File: config.mk
export PLATFORM = sky130hd
export DESIGN_NAME = truth_table_sweeper_flat
export DESIGN_NICKNAME = d
export VERILOG_FILES = /design/src/rtl/sweep_pkg.sv /design/src/rtl/truth_table_sweeper_if.sv /design/src/rtl/truth_table_sweeper_dwell_timer.sv /design/src/rtl/truth_table_sweeper.sv /design/src/flat_wrapper.sv
export SDC_FILE = /design/constraint.sdc
export NUM_CORES = 1
export LEC_CHECK = 0
export CAP_MARGIN = 20
export CORE_UTILIZATION = 55
export CTS_CLUSTER_DIAMETER = 150
export CTS_CLUSTER_SIZE = 14
export DETAILED_ROUTE_END_ITERATION = 8
export PLACE_DENSITY = 0.84
export SLEW_MARGIN = 20
export SYNTH_ARGS = -nofsm -noshare
export SYNTH_HDL_FRONTEND = slang
export SYNTH_SLANG_ARGS = --single-unit
File: constraint.sdc
create_clock -name clk -period 3.1 [get_ports clk]
set_clock_uncertainty 0.15 [all_clocks]
set_input_delay 0.465 -clock clk [delete_from_list [all_inputs] [get_ports clk]]
set_output_delay 0.465 -clock clk [all_outputs]
set_load 0.02 [all_outputs]
File: src/rtl/sweep_pkg.sv
// Shared encodings and helpers for the truth-table sweeper block.
// Holds the state enum, the vector count and the first-mismatch finder.
package sweep_pkg;

    localparam int NUM_VECTORS = 8;
    localparam int IDX_W       = 3;

    typedef enum logic [1:0] {
        ST_IDLE  = 2'd0,
        ST_DRIVE = 2'd1,
        ST_DONE  = 2'd2
    } state_e;

    // Lowest set bit position; zero when no bit is set.
    function automatic logic [IDX_W-1:0] lowestSetIdx(input logic [NUM_VECTORS-1:0] diff);
        logic [IDX_W-1:0] pos;
        pos = '0;
        for (int i = NUM_VECTORS - 1; i >= 0; i--) begin
            if (diff[i]) pos = IDX_W'(i);
        end
        return pos;
    endfunction

endpackage

File: src/rtl/truth_table_sweeper_if.sv
// Bus between the sweeper and its controller: sweep control, F feedback,
// the golden mask, the A/B/C drive and the captured result.
interface truth_table_sweeper_if;
    import sweep_pkg::*;

    logic                   start;
    logic                   abort;
    logic                   f_in;
    logic [NUM_VECTORS-1:0] expected;
    logic                   a_out;
    logic                   b_out;
    logic                   c_out;
    logic                   busy;
    logic                   done;
    logic [NUM_VECTORS-1:0] result;
    logic                   mismatch;
    logic [IDX_W-1:0]       err_idx;

    modport master (
        output start, abort, f_in, expected,
        input  a_out, b_out, c_out, busy, done, result, mismatch, err_idx
    );

    modport slave (
        input  start, abort, f_in, expected,
        output a_out, b_out, c_out, busy, done, result, mismatch, err_idx
    );

endinterface

File: src/rtl/truth_table_sweeper_dwell_timer.sv
// Down-counter that times how long each input vector is held.
// Reloads to DWELL_CYCLES-1 on load; expire is high while the count sits at zero.
module dwell_timer #(
    parameter int DWELL_CYCLES = 50,
    parameter int CNT_W        = 16
) (
    input  logic clk,
    input  logic rst_n,
    input  logic load,
    input  logic enable,
    output logic expire
);

    localparam logic [CNT_W-1:0] RELOAD = CNT_W'(DWELL_CYCLES - 1);

    logic [CNT_W-1:0] cnt_q;
    logic [CNT_W-1:0] cnt_d;

    always_comb begin
        cnt_d = cnt_q;
        if (load) begin
            cnt_d = RELOAD;
        end else if (enable && (cnt_q != '0)) begin
            cnt_d = cnt_q - CNT_W'(1);
        end
    end

    always_ff @(posedge clk or negedge rst_n) begin
        if (!rst_n) begin
            cnt_q <= '0;
        end else begin
            cnt_q <= cnt_d;
        end
    end

    assign expire = (cnt_q == '0);

endmodule

File: src/rtl/truth_table_sweeper.sv
// Steps A/B/C through 000..111, holds each vector for DWELL_CYCLES, captures F
// into a truth table and flags the lowest index that differs from the golden mask.
module truth_table_sweeper
    import sweep_pkg::*;
#(
    parameter int DWELL_CYCLES = 50,
    parameter int CNT_W        = 16
) (
    input logic                  clk,
    input logic                  rst_n,
    truth_table_sweeper_if.slave bus
);

    localparam logic [IDX_W-1:0] LAST_IDX = IDX_W'(NUM_VECTORS - 1);

    state_e                 state_q, state_d;
    logic [IDX_W-1:0]       idx_q, idx_d;
    logic [NUM_VECTORS-1:0] result_q, result_d;
    logic                   mismatch_q, mismatch_d;
    logic [IDX_W-1:0]       errIdx_q, errIdx_d;
    logic [IDX_W-1:0]       vec_q, vec_d;
    logic                   busy_q, busy_d;
    logic                   done_q, done_d;

    logic timerLoad;
    logic timerEnable;
    logic timerExpire;

    dwell_timer #(
        .DWELL_CYCLES (DWELL_CYCLES),
        .CNT_W        (CNT_W)
    ) u_dwell_timer (
        .clk    (clk),
        .rst_n  (rst_n),
        .load   (timerLoad),
        .enable (timerEnable),
        .expire (timerExpire)
    );

    always_comb begin
        state_d     = state_q;
        idx_d       = idx_q;
        result_d    = result_q;
        mismatch_d  = mismatch_q;
        errIdx_d    = errIdx_q;
        timerLoad   = 1'b0;
        timerEnable = 1'b0;

        unique case (state_q)
            ST_IDLE, ST_DONE: begin
                // Abort dominates start; leaving DONE also drops the verdict.
                if (bus.abort) begin
                    state_d    = ST_IDLE;
                    mismatch_d = 1'b0;
                    errIdx_d   = '0;
                end else if (bus.start) begin
                    state_d    = ST_DRIVE;
                    idx_d      = '0;
                    result_d   = '0;
                    mismatch_d = 1'b0;
                    errIdx_d   = '0;
                    timerLoad  = 1'b1;
                end
            end
            ST_DRIVE: begin
                if (bus.abort) begin
                    state_d = ST_IDLE;
                    idx_d   = '0;
                end else begin
                    timerEnable = 1'b1;
                    if (timerExpire) begin
                        result_d[idx_q] = bus.f_in;
                        // The verdict uses the table including the bit captured on this edge.
                        if (idx_q == LAST_IDX) begin
                            state_d    = ST_DONE;
                            idx_d      = '0;
                            mismatch_d = |(result_d ^ bus.expected);
                            errIdx_d   = lowestSetIdx(result_d ^ bus.expected);
                        end else begin
                            idx_d     = idx_q + IDX_W'(1);
                            timerLoad = 1'b1;
                        end
                    end
                end
            end
            default: begin
                state_d = ST_IDLE;
            end
        endcase

        vec_d  = (state_d == ST_DRIVE) ? idx_d : '0;
        busy_d = (state_d == ST_DRIVE);
        done_d = (state_d == ST_DONE);
    end

    always_ff @(posedge clk or negedge rst_n) begin
        if (!rst_n) begin
            state_q    <= ST_IDLE;
            idx_q      <= '0;
            result_q   <= '0;
            mismatch_q <= 1'b0;
            errIdx_q   <= '0;
            vec_q      <= '0;
            busy_q     <= 1'b0;
            done_q     <= 1'b0;
        end else begin
            state_q    <= state_d;
            idx_q      <= idx_d;
            result_q   <= result_d;
            mismatch_q <= mismatch_d;
            errIdx_q   <= errIdx_d;
            vec_q      <= vec_d;
            busy_q     <= busy_d;
            done_q     <= done_d;
        end
    end

    assign bus.a_out    = vec_q[2];
    assign bus.b_out    = vec_q[1];
    assign bus.c_out    = vec_q[0];
    assign bus.busy     = busy_q;
    assign bus.done     = done_q;
    assign bus.result   = result_q;
    assign bus.mismatch = mismatch_q;
    assign bus.err_idx  = errIdx_q;

endmodule
File: src/flat_wrapper.sv
// flat-port wrapper written by rule: the top's interface ports become plain ports
module truth_table_sweeper_flat import sweep_pkg::*;
#(
    parameter int DWELL_CYCLES = 50,
    parameter int CNT_W        = 16
)
  (clk, rst_n, bus_start, bus_abort, bus_f_in, bus_expected, bus_a_out, bus_b_out, bus_c_out, bus_busy, bus_done, bus_result, bus_mismatch, bus_err_idx);
  truth_table_sweeper_if bus_i ();
  input logic clk;
  input logic rst_n;
  input wire logic [$bits(bus_i.start)-1:0] bus_start;
  input wire logic [$bits(bus_i.abort)-1:0] bus_abort;
  input wire logic [$bits(bus_i.f_in)-1:0] bus_f_in;
  input wire logic [$bits(bus_i.expected)-1:0] bus_expected;
  output wire logic [$bits(bus_i.a_out)-1:0] bus_a_out;
  output wire logic [$bits(bus_i.b_out)-1:0] bus_b_out;
  output wire logic [$bits(bus_i.c_out)-1:0] bus_c_out;
  output wire logic [$bits(bus_i.busy)-1:0] bus_busy;
  output wire logic [$bits(bus_i.done)-1:0] bus_done;
  output wire logic [$bits(bus_i.result)-1:0] bus_result;
  output wire logic [$bits(bus_i.mismatch)-1:0] bus_mismatch;
  output wire logic [$bits(bus_i.err_idx)-1:0] bus_err_idx;
  assign bus_i.start = bus_start;
  assign bus_i.abort = bus_abort;
  assign bus_i.f_in = bus_f_in;
  assign bus_i.expected = bus_expected;
  assign bus_a_out = bus_i.a_out;
  assign bus_b_out = bus_i.b_out;
  assign bus_c_out = bus_i.c_out;
  assign bus_busy = bus_i.busy;
  assign bus_done = bus_i.done;
  assign bus_result = bus_i.result;
  assign bus_mismatch = bus_i.mismatch;
  assign bus_err_idx = bus_i.err_idx;
  truth_table_sweeper #(.DWELL_CYCLES(DWELL_CYCLES), .CNT_W(CNT_W)) u_core (.clk(clk), .rst_n(rst_n), .bus(bus_i));
endmodule
==> results.sh <==
export IMPL_synth_top_cell_by_area="dfrtp_1"
export IMPL_tns_ps=0
export IMPL_yosysUniqueCellTypes=50
export IMPL_synth_common_cells="dfrtp_1, nor2_1, o21ai_0"
export IMPL_htreeDepth=2
export IMPL_top_usage_layer="met1"
export IMPL_yosysMostFrequentCell="dfrtp_1"
export IMPL_cp_required_ps=3100
export IMPL_synth_top_area_frac=0.4272
export IMPL_diodes=0
export IMPL_drive_gt1_frac=0.1016
export IMPL_grtUsageMet2=0.3376
export IMPL_synth_main_ff_cell="dfrtp_1"
export IMPL_final_max_slew_viol_count=0
export IMPL_place_area_um2=2540
export IMPL_ys_ff_latch=38
export IMPL_syn_inst=226
export IMPL_met3_usage=0.06771
export IMPL_p_int_w=0.0008390
export IMPL_combPwrFrac=0.241
export IMPL_max_freq_mhz=377.1
export IMPL_ctsHoldBuffers=0
export IMPL_yosys_warnings=0
export IMPL_grt_max_degree=39
export IMPL_postRouteAntennaNets=0
export IMPL_grt_pass1_wl_um=7886
export IMPL_power_total_w=0.001225
export IMPL_wl_um=4551
export IMPL_critPathMaxFanout=13
export IMPL_grt_pass1_vias=1616
export IMPL_cp_arrival_ps=2650
export IMPL_fillers=301
export IMPL_start_util=0.5902
export IMPL_r2r_end="u_core.u_dwell_timer.cnt_q[15]"
export IMPL_overflow=0
export IMPL_clk_pin_slew_ps=70
export IMPL_globalRouteMet1Util=0.3643
export IMPL_syn_num_nets=243
export IMPL_syn_area_um2=2226
export IMPL_power_density_nw_per_um2=467.0
export IMPL_hold_path_class="in -> async"
export IMPL_period_share=0.8553
export IMPL_cts_max_path_buffers=2
export IMPL_status="completed"
export IMPL_final_hold_violation_count=0
export IMPL_cp_end_kind="flip-flop"
export IMPL_cp_start_kind="flip-flop"
export IMPL_fin_area_um2=2623
export IMPL_critical_path_class="reg -> reg"
export IMPL_area_growth_pct=17.82
export IMPL_dieArea_um2=4305
export IMPL_cts_tree="done"
export IMPL_detailedRoute_firstPassIterationCount=4
export IMPL_viasPerCell=5.641
export IMPL_regToRegSetupSlack_ps=450
export IMPL_startpoint="u_core.idx_q[0]"
export IMPL_layout_nets=274
export IMPL_reg2reg_depth=8
export IMPL_reg2reg_from="u_core.idx_q[0]"
export IMPL_via_count=1715
export IMPL_grt_usage=0.2485
export IMPL_synthArstFlopShare=1.000
export IMPL_globalplace_congestion=0.8004
export IMPL_holdWs_ps=119.0
export IMPL_dp_hpwl_um=3224
export IMPL_die_height_um=65.62
export IMPL_placementRows=22
export IMPL_root_buffer="clkbuf_8"
export IMPL_syn_avg_cell_area_um2=9.849
export IMPL_synth_edff_count=0
export IMPL_ios=30
export IMPL_antenna_found_initial=0
export IMPL_drt_initial_drc_count=141
export IMPL_setup_viol=0
export IMPL_p_sw_w=0.0003858
export IMPL_slew_headroom=0.4460
export IMPL_cts_repair_resized=0
export IMPL_wl_per_cell_um=14.97
export IMPL_die_w_um=65.62
export IMPL_cts_sinks=38
export IMPL_clkPwrFrac=0.270
export IMPL_rsz0062_at_grt="no"
export IMPL_placement_io_buffers=29
export IMPL_yosysSeqAreaShare=0.4272
export IMPL_worstMarginPinSlew_ps=831.0
export IMPL_vdd_ir_drop_max_uv=287.2
export IMPL_cap_violations=0
export IMPL_coreArea_um2=3771
export IMPL_synthTopCellsByArea="dfrtp_1, xnor2_1, nor2_1"
export IMPL_swShare=0.3150
export IMPL_clk_latency_ps=290
export IMPL_cts_setup_buffers=0
export IMPL_seqPwrFrac=0.489
export IMPL_drc_errors=0
export IMPL_finalCriticalPeriod_ps=2652
export IMPL_cts_buffers=5
export IMPL_cellLeakagePower_nw=1.165
-- registers in the layout, indices dropped and copies added, names as in the netlist --
name	count
u_core.bus.busy	1
u_core.u_dwell_timer.cnt_q	16
u_core.bus.err_idx	3
u_core.vec_q	3
u_core.bus.mismatch	1
u_core.idx_q	3
u_core.bus.result	8
u_core.state_q	2
u_core.bus.done	1
-- routing by layer --
layer / part of all wire / vias up
met2: 0.44 / 51
met1: 0.50 / 805
met5: 0 / -
met3: 0.047 / 4
met4: 0.011 / 0
li1: - / 855
-- stage by stage --
stage	worst slack, ps	utilization	instances
after CTS	478.4	0.6954	304
after global placement	510.3	0.6735	298
after detailed placement	480.6	0.6735	298
final	448.4	0.6954	304
after floorplan	873.1	-	226
after global routing	228.7	0.6954	304
-- cell families after synthesis --
logic type                 Yosys count  share of synthesized area
AOI/OAI and AO/OA                   43                     0.1254
xor gates and xnor gates            21                    0.08263
adders and majority gates            4                    0.02249
buffers and inverters               14                    0.03429
DFF                                 38                     0.4272
muxes                                9                    0.04047
and+or+nand+nor                     97                     0.2676
-- worst max-delay path: stages (launching register included) --
cell and delay [ps]:
dfrtp_1 530, ha_1 270, ha_1 270, or3b_1 390
a21oi_2 260, a21oi_2 110, nor4_1 320, xnor2_1 160
nor2_1 50
-- layout make-up --
type                       instances  area, um^2  share of cell area
clock buffer                       6       82.58             0.03149
inverter                           6       22.52            0.008588
multi-input combinational        174        1199              0.4571
sequential                        38       950.9              0.3626
tap                               48       60.06             0.02290
timing repair buffer              32       307.8              0.1174
-- layout by cell type, fill, tap and decap left out, drive strengths merged, types with 2 or more instances in the layout --
master,Yosys,layout
or3b,3,3
inv,6,6
nor2,32,32
o211ai,2,2
nand3b,4,4
mux2i,9,9
nor4b,2,2
xnor2,14,14
ha,4,4
or3,2,2
clkbuf,3,6
a21o,2,2
nor4,5,5
clkdlybuf4s50,0,28
nand4,4,4
nand3,7,7
nor3,4,4
xor2,7,7
dfrtp,38,38
o41ai,3,3
nand2b,4,4
nor2b,5,5
buf,5,4
nor3b,4,4
a21oi,12,12
o21ai,17,17
nand2,16,16
-- worst max-delay path by stage --
stage | depth (start not counted) | end | slack (ps)
after floorplan | 8 | u_core.u_dwell_timer.cnt_q[15] | 870
after global placement | 6 | u_core.bus.mismatch | 510
after detailed placement | 6 | u_core.bus.mismatch | 480
after CTS | 8 | u_core.u_dwell_timer.cnt_q[15] | 480
after global routing | 6 | u_core.bus.mismatch | 230
final | 8 | u_core.u_dwell_timer.cnt_q[15] | 450
-- power by group through the flow --
stage,sequential [W],clock (W),combinational [W]
2_1_floorplan,0.000607,0,0.000195
3_3_place_gp,0.000606,0,0.000282
3_5_place_dp,0.000606,0,0.000289
4_1_cts,0.000598,0.000340,0.000295
5_1_grt,0.000605,0.000360,0.000331
6_report,0.000599,0.000331,0.000295
No activity file was read; power rests on OpenSTA's default activity.
